### config.mk
export PLATFORM = sky130hd
export DESIGN_NAME = mu0_mem_ctrl
export DESIGN_NICKNAME = d
export VERILOG_FILES = /design/src/rtl/mu0_mem_ctrl.sv
export SDC_FILE = /design/constraint.sdc
export NUM_CORES = 1
export LEC_CHECK = 0
export CAP_MARGIN = 5
export CORE_MARGIN = 8
export CORE_UTILIZATION = 45
export CTS_CLUSTER_SIZE = 10
export DETAILED_ROUTE_END_ITERATION = 6
export GPL_TIMING_DRIVEN = 0
export PLACE_DENSITY = 0.92
export SLEW_MARGIN = 20
export SYNTH_ARGS = -nofsm -noshare
export SYNTH_HDL_FRONTEND = slang
export SYNTH_SLANG_ARGS = --single-unit
### constraint.sdc
create_clock -name clk -period 4.7 [get_ports clk]
set_input_delay 0.47 -clock clk [delete_from_list [all_inputs] [get_ports clk]]
set_output_delay 0.47 -clock clk [all_outputs]
set_load 0.01 [all_outputs]
### src/rtl/mu0_mem_ctrl.sv
// MU0 memory controller: registers one core request per transfer, holds it on the memory bus
// until mem_ack arrives or the wait budget runs out, and stalls the core through ready.
module mu0_mem_ctrl #(
  parameter int unsigned TIMEOUT = 16
) (
  input  logic        clk,
  input  logic        rst,
  input  logic        memrq,
  input  logic        rnw,
  input  logic [11:0] addr,
  input  logic [15:0] wdata,
  output logic [15:0] rdata,
  output logic        ready,
  output logic        mem_cs,
  output logic        mem_we,
  output logic [11:0] mem_addr,
  output logic [15:0] mem_wdata,
  input  logic [15:0] mem_rdata,
  input  logic        mem_ack,
  output logic        timeout_err
);

  localparam logic [1:0] StIdle   = 2'd0;
  localparam logic [1:0] StAccess = 2'd1;
  localparam logic [1:0] StDone   = 2'd2;
  localparam logic [1:0] StErr    = 2'd3;

  // Wait count at which an unacknowledged access is abandoned.
  localparam logic [7:0] LastWait = 8'(TIMEOUT - 1);

  logic [1:0]  state_q, state_d;
  logic [7:0]  cnt_q, cnt_d;
  logic [11:0] addr_q, addr_d;
  logic [15:0] wdata_q, wdata_d;
  logic        we_q, we_d;
  logic [15:0] rdata_q, rdata_d;
  logic        err_q, err_d;

  always_comb begin
    state_d = state_q;
    cnt_d   = cnt_q;
    addr_d  = addr_q;
    wdata_d = wdata_q;
    we_d    = we_q;
    rdata_d = rdata_q;
    err_d   = err_q;
    case (state_q)
      StIdle: begin
        if (memrq) begin
          state_d = StAccess;
          addr_d  = addr;
          wdata_d = wdata;
          we_d    = ~rnw;
          cnt_d   = 8'd0;
        end
      end
      StAccess: begin
        // An ack on the final wait cycle still completes the transfer normally.
        if (mem_ack) begin
          state_d = StDone;
          if (!we_q) rdata_d = mem_rdata;
        end else if (cnt_q == LastWait) begin
          state_d = StErr;
          rdata_d = 16'hFFFF;
          err_d   = 1'b1;
        end else begin
          cnt_d = cnt_q + 8'd1;
        end
      end
      default: state_d = StIdle;
    endcase
  end

  always_ff @(posedge clk) begin
    if (rst) begin
      state_q <= StIdle;
      cnt_q   <= 8'd0;
      addr_q  <= 12'd0;
      wdata_q <= 16'd0;
      we_q    <= 1'b0;
      rdata_q <= 16'd0;
      err_q   <= 1'b0;
    end else begin
      state_q <= state_d;
      cnt_q   <= cnt_d;
      addr_q  <= addr_d;
      wdata_q <= wdata_d;
      we_q    <= we_d;
      rdata_q <= rdata_d;
      err_q   <= err_d;
    end
  end

  // While reset is held the core sees the idle-state ready behaviour.
  always_comb begin
    if (rst) begin
      ready = ~memrq;
    end else begin
      ready = (state_q == StDone) || (state_q == StErr) || ((state_q == StIdle) && !memrq);
    end
  end

  assign mem_cs      = (state_q == StAccess);
  assign mem_we      = we_q;
  assign mem_addr    = addr_q;
  assign mem_wdata   = wdata_q;
  assign rdata       = rdata_q;
  assign timeout_err = err_q;

endmodule

==> results <==
- The flow ran to the end, and the final reports show no timing, DRC or antenna violations.
- The row count is 25.
- In the final layout, the share of cells above drive strength 1 is 7.671%.
- The routed wire length is 6388 um.
- The worst setup path is launched from an input port.
- After clock tree synthesis, the repair step resized 0 gates.
- The mux cell area share after synthesis is 0%.
- The post-synthesis to final-layout area growth is 50.59%.
- The x dimension of the die is 86.57 um.
- The worst pin sits at a relative slew slack of 56.11%.
- The worst hold path passes through 2 cells.
- Ranked by total cell area, the synthesized netlist is headed by sky130_fd_sc_hd__dfxtp_1, sky130_fd_sc_hd__nand2_1, sky130_fd_sc_hd__a21oi_1.
- The number of nets still failing antenna checks after routing is 0.
- The share of total power dissipated in sequential elements is 51.5%.
- Leaving out fill and tap cells, the most frequent cell in the layout is sky130_fd_sc_hd__clkdlybuf4s50_1.
- In this run, synthesis inferred 0 flip-flops with an integrated enable.
- The tree is rooted in a sky130_fd_sc_hd__clkbuf_8.
- In this design, the critical path's most frequently occurring cell is sky130_fd_sc_hd__clkdlybuf4s50_1.
- 97 I/O pins were placed.
- The mean post-synth cell area is 8.488 sq um.
- In the final design database the tool counted 416 nets.
- The power density over the cells is 295.9 nW/um^2.
- The endpoint arrival time on the critical path is 1.68 ns.
- The combinational family with the most area after synthesis is simple AND/OR/NAND/NOR gates.
- The count of final max-slew check failures was 0.
- The startpoint identified for the worst hold timing path is mem_addr[0].
- Counting along the longest clock path gives a buffer depth of 2.
- VDD sags by at most 190.3 uV.
- Traced cell by cell, the critical path runs through clkdlybuf4s50_1 -> o2bb2ai_1 -> clkdlybuf4s50_1.
- The share of total power dissipated in the clock network is 29.6%.
- Clock tree synthesis inserted a total of 5 buffers.
- The net switching component of the power is 0.2411 mW.
- The synthesized netlist devotes 0% of its cell area to XOR and XNOR gates.
- The share of synthesized cell area in and, or, nand and nor gates is 22.72%.
- The final instance count without filler cells is 432.
- The pre-antenna-repair detailed-routing pass consisted of 4 iterations.
- Setup repair after global routing left no endpoint under its margin.
- The total area inside the core boundary comes to 4755 sq um.
- The sum of overflow across all layers after global routing is 0.
- Along the worst path, the maximum fanout reaches 2.
- In the synthesized netlist the dominant register cell turns out to be sky130_fd_sc_hd__dfxtp_1.
- Cells fill 70.97% of the core in the end.
- The clock network latency to the later pin of the worst-skew pair is 0.30 ns.
- The capturing element type of the critical path is a primary output.
- Clock-pin slew was measured on the worst setup and hold paths at 0.09 ns.
- The number of diodes is 0.
- The post-synthesis async set-or-reset flop share is 0%.
- The floorplan die height is 86.57 um.
- The initial antenna violation count was 0.
- The TritonCTS sink count is 56.
- Across all register-to-register paths, the minimum setup slack is 2.95 ns.
- Counting tap cells, the placed design contains a total of 426 instances.
- The CTS tree is built.
- Combinational cells account for 18.9% of the total power.
- In this run, the number of DRC markers left after iteration 0 of detailed routing was 94.
- Summing over every cut layer, the via total after detailed routing is 2170.
- The overall power of the completed layout is 0.9986 mW.
- Setup violations remaining at the end of the flow were counted as 0.
- The fraction of the mapped netlist area in adder cells is 0.5583%.
- The total global-route track usage is 16.94%.
- Entering global routing, the biggest net connects 16 pins.
- The number of H-tree levels is 2.
- The worst path in the final design needs a cycle of 2.153 ns, including I/O delays and setup.
- Data on the critical path is required at its endpoint by 4.23 ns.
- The top cell type by area accounts for 50.03% of the synthesized area.
- After layout, the worst setup slack is 2.547 ns.
- The largest total area in the synthesized netlist belongs to sky130_fd_sc_hd__dfxtp_1.
- The stage delay of the slowest cell on the critical path is 0.57 ns.
- In the final routed layout, each cell accounts on average for 14.79 um.
- The share of the synthesized area in compound gates (AO/OA/AOI/OAI) is 20.38%.
- The critical path's slowest cell is sky130_fd_sc_hd__clkdlybuf4s50_1.
- The hold path endpoint is mem_addr[0].
- The internal power of the cells totals 0.7575 mW.
- For this design the static power due to leakage is 1.270 nW.
- The net count after synthesis is 314.
- The first global-routing pass estimated 10170 um of wire.
- The slew at the pin closest to its max-slew limit is 0.6583 ns.
- The tool flagged a number of max-cap violations equal to 0.
- Of the total power, the share spent switching nets is 24.14%.
- The fraction of the cycle the final worst path needs is 45.81%.
- In the layout the commonest cells are sky130_fd_sc_hd__clkdlybuf4s50_1, sky130_fd_sc_hd__nand2_1, sky130_fd_sc_hd__dfxtp_1.
- The DRC violation count after routing is 0.
- The congestion estimate from routability-driven global placement came to 0.8266.
- The cell count after synthesis came out at 264.
- Setup total negative slack on the finished layout was measured at 0 ns.
- The number of warnings reported in the yosys synthesis log is 0.
- The type of the most critical hold path is reg -> reg.
- The share of synthesized area occupied by flip-flops and latches is 50.03%.
- The maximum achievable frequency is 464.4 MHz.
- In this run the critical register-to-register path is launched from cnt_q[0].
- In this run, distinct cell masters in the synthesized netlist total 38.
- The number of hold violations in the final report was 0.
- The reg-to-reg critical path endpoint is rdata[1].
- Summing every instance area after synthesis gives 2241 sq um.
- The critical path class is in -> out.
- The area of the die is 7494 sq um.
- The via count of the first global-routing pass is 2091.
- Using the TritonRoute via totals, the vias-per-cell ratio works out to 5.023.
- Counting cells, the worst reg-to-reg path comes to 6.
- The setup slack at placement is 2.562 ns.
- The wire-length estimate of the detail-placed layout is 4913 um.
- The worst clock skew is 0.003567 ns.
- The count of buffers from port buffering is 95.
- The post-CTS setup-driven buffer insertion count is 0.
- The count of hold buffers inserted by post-cts repair is 0.
- Synthesis inferred 56 register bits.
- The initial utilization of the core area, before any placement, comes to 47.13%.
[state kept, by name, indices dropped and copies added (netlist names)]
signal       cells
timeout_err      1
state_q          2
mem_addr        12
rdata           16
mem_we           1
mem_wdata       16
cnt_q            8
[cell usage after synthesis, types with 4 or more instances]
library cell	number
sky130_fd_sc_hd__a21oi_1	31
sky130_fd_sc_hd__a211oi_1	7
sky130_fd_sc_hd__dfxtp_1	56
sky130_fd_sc_hd__a211o_1	4
sky130_fd_sc_hd__a211oi_2	10
sky130_fd_sc_hd__nand2_1	62
sky130_fd_sc_hd__clkbuf_1	7
sky130_fd_sc_hd__buf_2	5
sky130_fd_sc_hd__nor2_1	19
sky130_fd_sc_hd__inv_1	20
[stage by stage]
stage | hold WS, ns | cell area [sq um]
after floorplan | 0.4730 | 2241
after global placement | 0.4404 | 3276
after detailed placement | 0.4409 | 3276
after CTS | 0.4581 | 3374
after global routing | 0.4757 | 3374
final | 0.4557 | 3374
[layer usage]
metal / track usage (%) / wire length [um] / vias up
met1: 19.90 / 2710 / 996
met2: 28.19 / 3076 / 79
met5: 0 / 0 / -
met3: 5.009 / 443 / 14
met4: 6.573 / 157 / 0
li1: - / - / 1081
[kinds of logic after synthesis]
| family | after synthesis |
|---|---|
| AND/OR/NAND/NOR | 109 |
| adder cells (fa/ha/maj) | 1 |
| buffers and inverters | 34 |
| AO/OA/AOI/OAI | 64 |
| flip-flops | 56 |
[area by class of cell]
type	instances	area [sq um]
plain buffers	14	66.31
clock buffers	5	68.82
clock inverters	1	30.03
fillers	389	1380
inverters	20	75.07
multi-input cells	174	978.4
flip-flops and latches	56	1121
well taps	67	83.83
repair buffers	95	950.9
[worst max-delay path, delay by kind of cell]
kind                   cells  cell delay (ns)
AOI/OAI and AO/OA          1             0.19
buffers and inverters      2             1.02
[power by group through the flow]
stage	logic (mW)	clock network, mW	registers (mW)
2_1_floorplan	0.0668	0	0.536
4_1_cts	0.190	0.308	0.514
5_1_grt	0.204	0.325	0.518
6_report	0.188	0.296	0.514
3_5_place_dp	0.189	0	0.526
3_3_place_gp	0.185	0	0.524
[worst max path at each step]
stage / startpoint / to / slack, ns / cells after the start
floorplan: cnt_q[0] / rdata[0] / 3.19 / 6
CTS: memrq / ready / 2.55 / 3
finish: memrq / ready / 2.55 / 3
global placement: memrq / ready / 2.56 / 3
detailed placement: memrq / ready / 2.56 / 3
global route: rst / ready / 2.48 / 4
Note: power is estimated with default switching activity, not from simulation.
